### src/rtl/opti_fixed_pkg.sv
// Shared Q2.14 fixed-point constants and types for the filter datapath
// (divider and Booth/Wallace multiplier).
package opti_fixed_pkg;

  localparam int                 Q_FRAC  = 14;
  localparam logic signed [15:0] Q14_MAX = 16'sh7FFF;
  localparam logic signed [15:0] Q14_MIN = 16'sh8000;

  typedef enum logic {
    IDLE = 1'b0,
    CALC = 1'b1
  } div_state_e;

  // Magnitude of a Q2.14 value, widened so that -2.0 maps to 32768.
  function automatic logic [16:0] q14_mag(input logic [15:0] x);
    return x[15] ? ({1'b0, ~x} + 17'd1) : {1'b0, x};
  endfunction

endpackage

### src/rtl/div_restore_step.sv
// One radix-2 restoring division step: shift in one dividend bit, trial-subtract
// the divisor and keep the difference only when it is non-negative.
module div_restore_step (
  input  logic [17:0] rem_i,
  input  logic [16:0] div_i,
  input  logic        bit_i,
  output logic [17:0] rem_o,
  output logic        q_o
);

  logic [18:0] shifted;
  logic [17:0] diff;

  assign shifted = {rem_i, bit_i};
  assign q_o     = (shifted >= {2'b00, div_i});
  // Truncation is exact whenever the subtraction is kept, since then diff < shifted.
  assign diff    = shifted[17:0] - {1'b0, div_i};
  assign rem_o   = q_o ? diff : shifted[17:0];

endmodule

### src/rtl/opti_divider.sv
// Q2.14 signed divider: 16-step restoring iteration on magnitudes, then
// half-away-from-zero rounding and saturation. Constant 17-cycle latency.
module opti_divider
  import opti_fixed_pkg::*;
(
  input  logic        clk,
  input  logic        rst_n,
  input  logic [15:0] a,
  input  logic [15:0] b,
  input  logic        valid_in,
  output logic        ready,
  output logic [15:0] q,
  output logic        valid_out,
  output logic        sat,
  output logic        dbz
);

  localparam int STEPS = Q_FRAC + 2;

  div_state_e  state_q, state_d;
  logic [4:0]  cnt_q, cnt_d;
  logic [16:0] mag_a_q, mag_a_d, mag_b_q, mag_b_d;
  logic        sign_q, sign_d, a_neg_q, a_neg_d;
  logic        ovf_q, ovf_d, zero_q, zero_d;
  logic [17:0] rem_q, rem_d;
  logic [15:0] qm_q, qm_d;
  logic [15:0] q_q, q_d;
  logic        sat_q, sat_d, dbz_q, dbz_d, vld_q, vld_d;

  logic [16:0] in_mag_a, in_mag_b;
  logic        first;
  logic [17:0] step_rem_in, step_rem;
  logic        step_bit, step_qbit;
  logic [15:0] rnd_mag;

  assign in_mag_a = q14_mag(a);
  assign in_mag_b = q14_mag(b);

  // The dividend is |a| << 15; its top 16 bits (|a| >> 1) are already below |b|
  // when there is no overflow, so they enter as the partial remainder on the
  // first step together with |a|[0]; every later step brings down a zero.
  assign first       = (cnt_q == 5'(STEPS - 1));
  assign step_rem_in = first ? {2'b00, mag_a_q[16:1]} : rem_q;
  assign step_bit    = first & mag_a_q[0];

  div_restore_step u_step (
    .rem_i (step_rem_in),
    .div_i (mag_b_q),
    .bit_i (step_bit),
    .rem_o (step_rem),
    .q_o   (step_qbit)
  );

  // (Qm + 1) >> 1 without a 17-bit intermediate; at most 32768.
  assign rnd_mag = {1'b0, qm_q[15:1]} + {15'd0, qm_q[0]};

  always_comb begin
    state_d = state_q;
    cnt_d   = cnt_q;
    mag_a_d = mag_a_q;
    mag_b_d = mag_b_q;
    sign_d  = sign_q;
    a_neg_d = a_neg_q;
    ovf_d   = ovf_q;
    zero_d  = zero_q;
    rem_d   = rem_q;
    qm_d    = qm_q;
    q_d     = q_q;
    sat_d   = sat_q;
    dbz_d   = dbz_q;
    vld_d   = 1'b0;

    unique case (state_q)
      IDLE: begin
        if (valid_in) begin
          state_d = CALC;
          cnt_d   = 5'(STEPS - 1);
          mag_a_d = in_mag_a;
          mag_b_d = in_mag_b;
          sign_d  = a[15] ^ b[15];
          a_neg_d = a[15];
          ovf_d   = ({1'b0, in_mag_a} >= {in_mag_b, 1'b0});
          zero_d  = (b == 16'd0);
          rem_d   = '0;
          qm_d    = '0;
        end
      end
      CALC: begin
        if (!cnt_q[4]) begin
          rem_d = step_rem;
          qm_d  = {qm_q[14:0], step_qbit};
          cnt_d = cnt_q - 5'd1;
        end else begin
          state_d = IDLE;
          vld_d   = 1'b1;
          if (zero_q) begin
            q_d   = a_neg_q ? Q14_MIN : Q14_MAX;
            sat_d = 1'b1;
            dbz_d = 1'b1;
          end else if (ovf_q) begin
            q_d   = sign_q ? Q14_MIN : Q14_MAX;
            sat_d = 1'b1;
            dbz_d = 1'b0;
          end else if (rnd_mag[15]) begin
            // -2.0 is representable, +2.0 is not.
            q_d   = sign_q ? Q14_MIN : Q14_MAX;
            sat_d = ~sign_q;
            dbz_d = 1'b0;
          end else begin
            q_d   = sign_q ? (16'd0 - rnd_mag) : rnd_mag;
            sat_d = 1'b0;
            dbz_d = 1'b0;
          end
        end
      end
      default: state_d = IDLE;
    endcase
  end

  always_ff @(posedge clk or negedge rst_n) begin
    if (!rst_n) begin
      state_q <= IDLE;
      cnt_q   <= '0;
      mag_a_q <= '0;
      mag_b_q <= '0;
      sign_q  <= 1'b0;
      a_neg_q <= 1'b0;
      ovf_q   <= 1'b0;
      zero_q  <= 1'b0;
      rem_q   <= '0;
      qm_q    <= '0;
      q_q     <= '0;
      sat_q   <= 1'b0;
      dbz_q   <= 1'b0;
      vld_q   <= 1'b0;
    end else begin
      state_q <= state_d;
      cnt_q   <= cnt_d;
      mag_a_q <= mag_a_d;
      mag_b_q <= mag_b_d;
      sign_q  <= sign_d;
      a_neg_q <= a_neg_d;
      ovf_q   <= ovf_d;
      zero_q  <= zero_d;
      rem_q   <= rem_d;
      qm_q    <= qm_d;
      q_q     <= q_d;
      sat_q   <= sat_d;
      dbz_q   <= dbz_d;
      vld_q   <= vld_d;
    end
  end

  assign ready     = (state_q == IDLE);
  assign q         = q_q;
  assign sat       = sat_q;
  assign dbz       = dbz_q;
  assign valid_out = vld_q;

endmodule

### config.mk
export PLATFORM = sky130hd
export DESIGN_NAME = opti_divider
export DESIGN_NICKNAME = d
export VERILOG_FILES = /design/src/rtl/opti_fixed_pkg.sv /design/src/rtl/div_restore_step.sv /design/src/rtl/opti_divider.sv
export SDC_FILE = /design/constraint.sdc
export NUM_CORES = 1
export LEC_CHECK = 0
export CAP_MARGIN = 20
export CELL_PAD_IN_SITES_DETAIL_PLACEMENT = 0
export CELL_PAD_IN_SITES_GLOBAL_PLACEMENT = 1
export CORE_ASPECT_RATIO = 1.2
export CORE_UTILIZATION = 49
export CTS_CLUSTER_DIAMETER = 50
export CTS_CLUSTER_SIZE = 25
export DETAILED_ROUTE_END_ITERATION = 7
export PLACE_DENSITY_LB_ADDON = 0.1
export REMOVE_ABC_BUFFERS = 1
export SYNTH_ARGS = -nofsm -noshare
export SYNTH_HDL_FRONTEND = slang
export SYNTH_HIERARCHICAL = 1
export SYNTH_SLANG_ARGS = --single-unit
export TNS_END_PERCENT = 20
### constraint.sdc
create_clock -name clk -period 7.2 [get_ports clk]
set_clock_uncertainty 0.15 [all_clocks]
set_input_delay 1.08 -clock clk [delete_from_list [all_inputs] [get_ports clk]]
set_output_delay 1.08 -clock clk [all_outputs]
set_load 0.1 [all_outputs]
# Word level (Yosys, flattened, before mapping)
# Cells that the tools add are included.
# word_totals
reg_bits	97
input_bits	35
elab_cells	64
# classes
n_addsub	6
magnitude_cmp	2
eq_ne	3
muxes	28
bitwise_logic	6
n_reduce_logical	4
# ops
cell	n
$mux W16	8
$mux W18	4
$pmux W18 S2	1
$add A16 B1 Y17 const B	2
$mux W17	2
$not A16 Y16	2
$pmux W16 S2	1
$ge A19 B17 Y1	1
$ge A17 B18 Y1	1
$sub A18 B17 Y18	1
$add A15 B1 Y16	1
$logic_not A16 Y1	1
$sub A1 B16 Y16 const A	1
$mux W5	2
$pmux W5 S2	1
$mux W1	8
$reduce_and A2 Y1	3
$eq A5 B4 Y1 const B	1
$sub A5 B1 Y5 const B	1
$ne A2 B2 Y1 const B	2
$not A1 Y1	2
$pmux W1 S2	1
$and A1 B1 Y1	1
$xor A1 B1 Y1	1

# Logic depth before layout (Yosys ltp)
# depth
word_depth	6
mapped_depth	15
mapped_depth_nobuf	14

# Modules after synthesis
# Netlist, hierarchy kept.
# by_module_without_submodules
mod	instances	cells_each	area_each_um2	seq_area_each_um2
opti_divider	1	581	5617.9	2427.3
div_restore_step	1	175	1256.2	0.0

# Worst setup path before layout
# No wires, ideal clock.
# synth_path
path_kind	input port to flip-flop
startpoint	input port a[4]
endpoint	register ovf_q
setup_ns	0.139
t_arrival_ns	3.607
required_ns	6.911
setup_slack_ns	3.304
path_stages	11
path_buffers	0
path_cell_list	or4_4 or3_4 or4_4 nand2_1 xnor2_1 ha_1 a21o_1 a21oi_1 nor2b_1 o311ai_0 a21oi_1
# synth_via
elab_chain_len	4
# synth_rtl
item	line_no	source
start, declared	opti_divider.sv:8	input logic [15:0] a,
$not A16 Y16	opti_fixed_pkg.sv:16	return x[15] ? ({1'b0, ~x} + 17'd1) : {1'b0, x};
$add A16 B1 Y17	opti_fixed_pkg.sv:16	
$mux W17	opti_fixed_pkg.sv:16	
net in_mag_a[11]	opti_divider.sv:30	logic [16:0] in_mag_a, in_mag_b;
$ge A17 B18 Y1	opti_divider.sv:82	ovf_d = ({1'b0, in_mag_a} >= {in_mag_b, 1'b0});
end signal, assigned	opti_divider.sv:143	ovf_q <= ovf_d;
end, declared	opti_divider.sv:24	logic ovf_q, ovf_d, zero_q, zero_d;
# The timed path passes the listed nets, and every way through them passes these cells.
# A chain may end at the register's enable or synchronous reset.

# Final worst setup path
# Ends and elaborated chain as after synthesis.

==> flow_summary.json <==
{
  "status": "finished, final reports clean",
  "timing.slew.headroom_pct": 34.53,
  "crit_fanout": 4,
  "cp-endpoint": "ovf_q",
  "htreeDepth": 3,
  "path_common_cell": "a21oi_1",
  "regToRegStartpoint": "cnt_q[0]",
  "hpwl_um": 12830,
  "crit_arrival_ns": 4.31,
  "ctsHoldBuffers": 0,
  "period_minus_slack_ns": 4.247,
  "fillers": 1302,
  "postSynthRegisterBits": 97,
  "worst_slack_ns": 2.953,
  "clk_latency_ns": 0.35,
  "clk_pin_slew_ns": 0.07,
  "yosys_warnings": 6,
  "area_growth_pct": 13.21,
  "async_reset_ff_share_pct": 100.0,
  "port_buffers": 54,
  "startpoint": "a[4]",
  "cts.sinks": 97,
  "via_per_inst": 5.951,
  "timing.final.crit_share_pct": 58.98,
  "dr.pass1.iters": 6,
  "setup_viol": 0,
  "grt_antenna_before_repair": 0,
  "tritoncts": "yes",
  "grt.total_usage_pct": 24.96,
  "drt_wl_total_um": 16990,
  "first_iter_violations": 341,
  "drc": 0,
  "setup_tns_ns": 0,
  "syn_inst": 756,
  "die_w_um": 110.1,
  "critical_path.cell_chain": "clkdlybuf4s50_1 -> or4_4 -> or3_4 -> o31ai_1 -> nand2_1 -> xor2_1 -> ha_1 -> nand4_1 -> a21oi_1 -> o311ai_0 -> a21oi_1",
  "timing.fmax_mhz": 235.5,
  "yosysMostFrequentCell": "nand2_1",
  "tightest_slew_ns": 0.9790,
  "cts_inserted_buffers": 9,
  "antenna_left": 0,
  "diodes": 0,
  "cp_top_family": "simple AND/OR/NAND/NOR gates",
  "ioPinCount": 55,
  "slowest_stage": "or4_4",
  "synth_top_area_share_pct": 35.31,
  "ys_top_cells_by_area": "dfrtp_1 35%, ha_1 7.3%, nand2_1 5.5%, mux2_2 4.9%, o21ai_0 4.4%",
  "hold_ws_ns": 0.3239,
  "coreArea_mm2": 0.01376,
  "critPathLaunchType": "input pin",
  "post_cts_buffers": 0,
  "synth_commonest_cells": "100 x nand2_1, 97 x dfrtp_1, 61 x o21ai_0, 43 x a21oi_1, 40 x ha_1",
  "post-place-ws_ns": 2.556,
  "yosys.area.top_type": "dfrtp_1",
  "max_stage_delay_ns": 0.58,
  "finalMaxSlewViolations": 0,
  "path_depth": 11,
  "crit_buf_inv": 1,
  "grt_pass1_vias": 5812,
  "drive_above_1_share_pct": 9.735,
  "dieHeight_um": 131.8,
  "final_core_util_pct": 56.56,
  "critPathRequiredTime_ns": 7.27,
  "rsz0062_at_grt": "false",
  "hold_path.class": "reg2reg",
  "clock-root-buffer": "clkbuf_16",
  "hold_viol": 0,
  "synth_edf_count": 0,
  "maxCapViolations": 0,
  "ys.flop_type": "dfrtp_1",
  "cts_buffer_depth": 2,
  "grt_pass1_wl_um": 28320,
  "ys_seq_area_share_pct": 35.31,
  "rr_endpoint": "rem_q[10]",
  "syn_area_per_cell_um2": 9.093,
  "netlist_area_mm2": 0.006874,
  "synth_cell_type_count": 79,
  "gr-total-overflow": 0,
  "setup.worst_path.end_class": "flop",
  "ctsResizeCount": 0,
  "nNetsFinal": 862,
  "start_util_pct": 49.95,
  "rr_worst_depth": 13,
  "r2r_slack_ns": 3.15,
  "routabilityCongestion": 0.8477,
  "die_area_mm2": 0.01451,
  "num_vias": 5725,
  "wire_per_inst_um": 17.66,
  "rows": 47,
  "grt_max_degree": 72,
  "critical_path_class": "in2reg"
}
-- state kept, by name, summed over array words and instances (netlist names) --
name,cells
q,16
cnt_q,5
state_q,1
dbz,1
zero_q,1
sign_q,1
sat,1
mag_b_q,17
qm_q,16
valid_out,1
a_neg_q,1
ovf_q,1
mag_a_q,17
rem_q,18
-- layer usage --
metal	wire length (um)	vias to the layer above	GRT usage [%]
li1	-	2805	-
met1	6957	2741	28.71
met2	8921	138	45.07
met3	505	41	3.114
met4	603	0	11.40
met5	0	-	0
-- area by class of cell --
| cell class | count | area, um^2 | share of cell area, % |
|---|---|---|---|
| clock buffer | 9 | 225.2 | 2.894 |
| clock inverter | 7 | 82.58 | 1.061 |
| inverter | 40 | 150.1 | 1.929 |
| multi-input combinational | 578 | 4093 | 52.59 |
| sequential | 97 | 2427 | 31.19 |
| tap | 171 | 214.0 | 2.749 |
| timing repair buffer | 60 | 590.6 | 7.588 |
-- cell families (layout without fill, tap and decap cells) --
kind of cell	Yosys count	in the layout	share of synthesized area [%]
xor+xnor	59	59	7.517
compound gates	211	211	21.15
mux	39	39	6.352
flops	97	97	35.31
simple gates	227	227	16.78
other cells	1	1	0.05455
buf+inv	81	116	5.260
fa+ha+maj	41	41	7.572
-- stage by stage --
stage | instances | cell area [um^2]
floorplan | 715 | 6663
global placement | 945 | 7460
detailed placement | 946 | 7475
CTS | 962 | 7782
global route | 962 | 7782
finish | 962 | 7782
-- worst min-delay path by stage --
| stage | cells after the start | end | startpoint | slack (ns) |
|---|---|---|---|---|
| 6_report | 2 | mag_a_q[9] | mag_a_q[9] | 0.32 |
| 5_1_grt | 2 | mag_b_q[9] | mag_b_q[9] | 0.35 |
| 4_1_cts | 2 | mag_a_q[9] | mag_a_q[9] | 0.33 |
| 3_5_place_dp | 2 | mag_a_q[9] | mag_a_q[9] | 0.31 |
| 3_3_place_gp | 2 | q[2] | q[2] | 0.31 |
| 2_1_floorplan | 2 | mag_a_q[10] | mag_a_q[10] | 0.29 |
-- tightest hold or removal path: stages, from the launching register on --
cell     delay, ns
dfrtp_1       0.34
nand2_1       0.05
nand2_1       0.05
-- cells in the final DEF, fill, tap and decap left out, types with 3 or more instances in the layout --
cell type / count
a221oi_1: 4
nand3_1: 20
o41ai_1: 3
nor3_1: 8
inv_1: 39
o21ai_0: 61
or4_1: 4
nor4_1: 5
a22o_1: 33
a31oi_1: 3
o211ai_1: 3
mux2i_1: 5
ha_1: 40
o31ai_1: 9
dfrtp_1: 97
buf_4: 6
nor2_1: 22
nand2b_1: 4
or3_1: 7
clkdlybuf4s50_1: 53
a211oi_1: 3
o221ai_1: 4
inv_6: 3
and3_1: 6
xor2_1: 27
nand3b_1: 4
and2_1: 6
or2_2: 3
clkbuf_16: 9
xnor2_1: 32
a21o_1: 10
nand2_1: 100
mux2_1: 3
nand4_1: 14
nor2b_1: 7
a21oi_1: 43
mux2_2: 30
o21a_1: 4
Power is not shown: default switching activity piles up to over one toggle a cycle in this logic, so the estimate is an artifact.
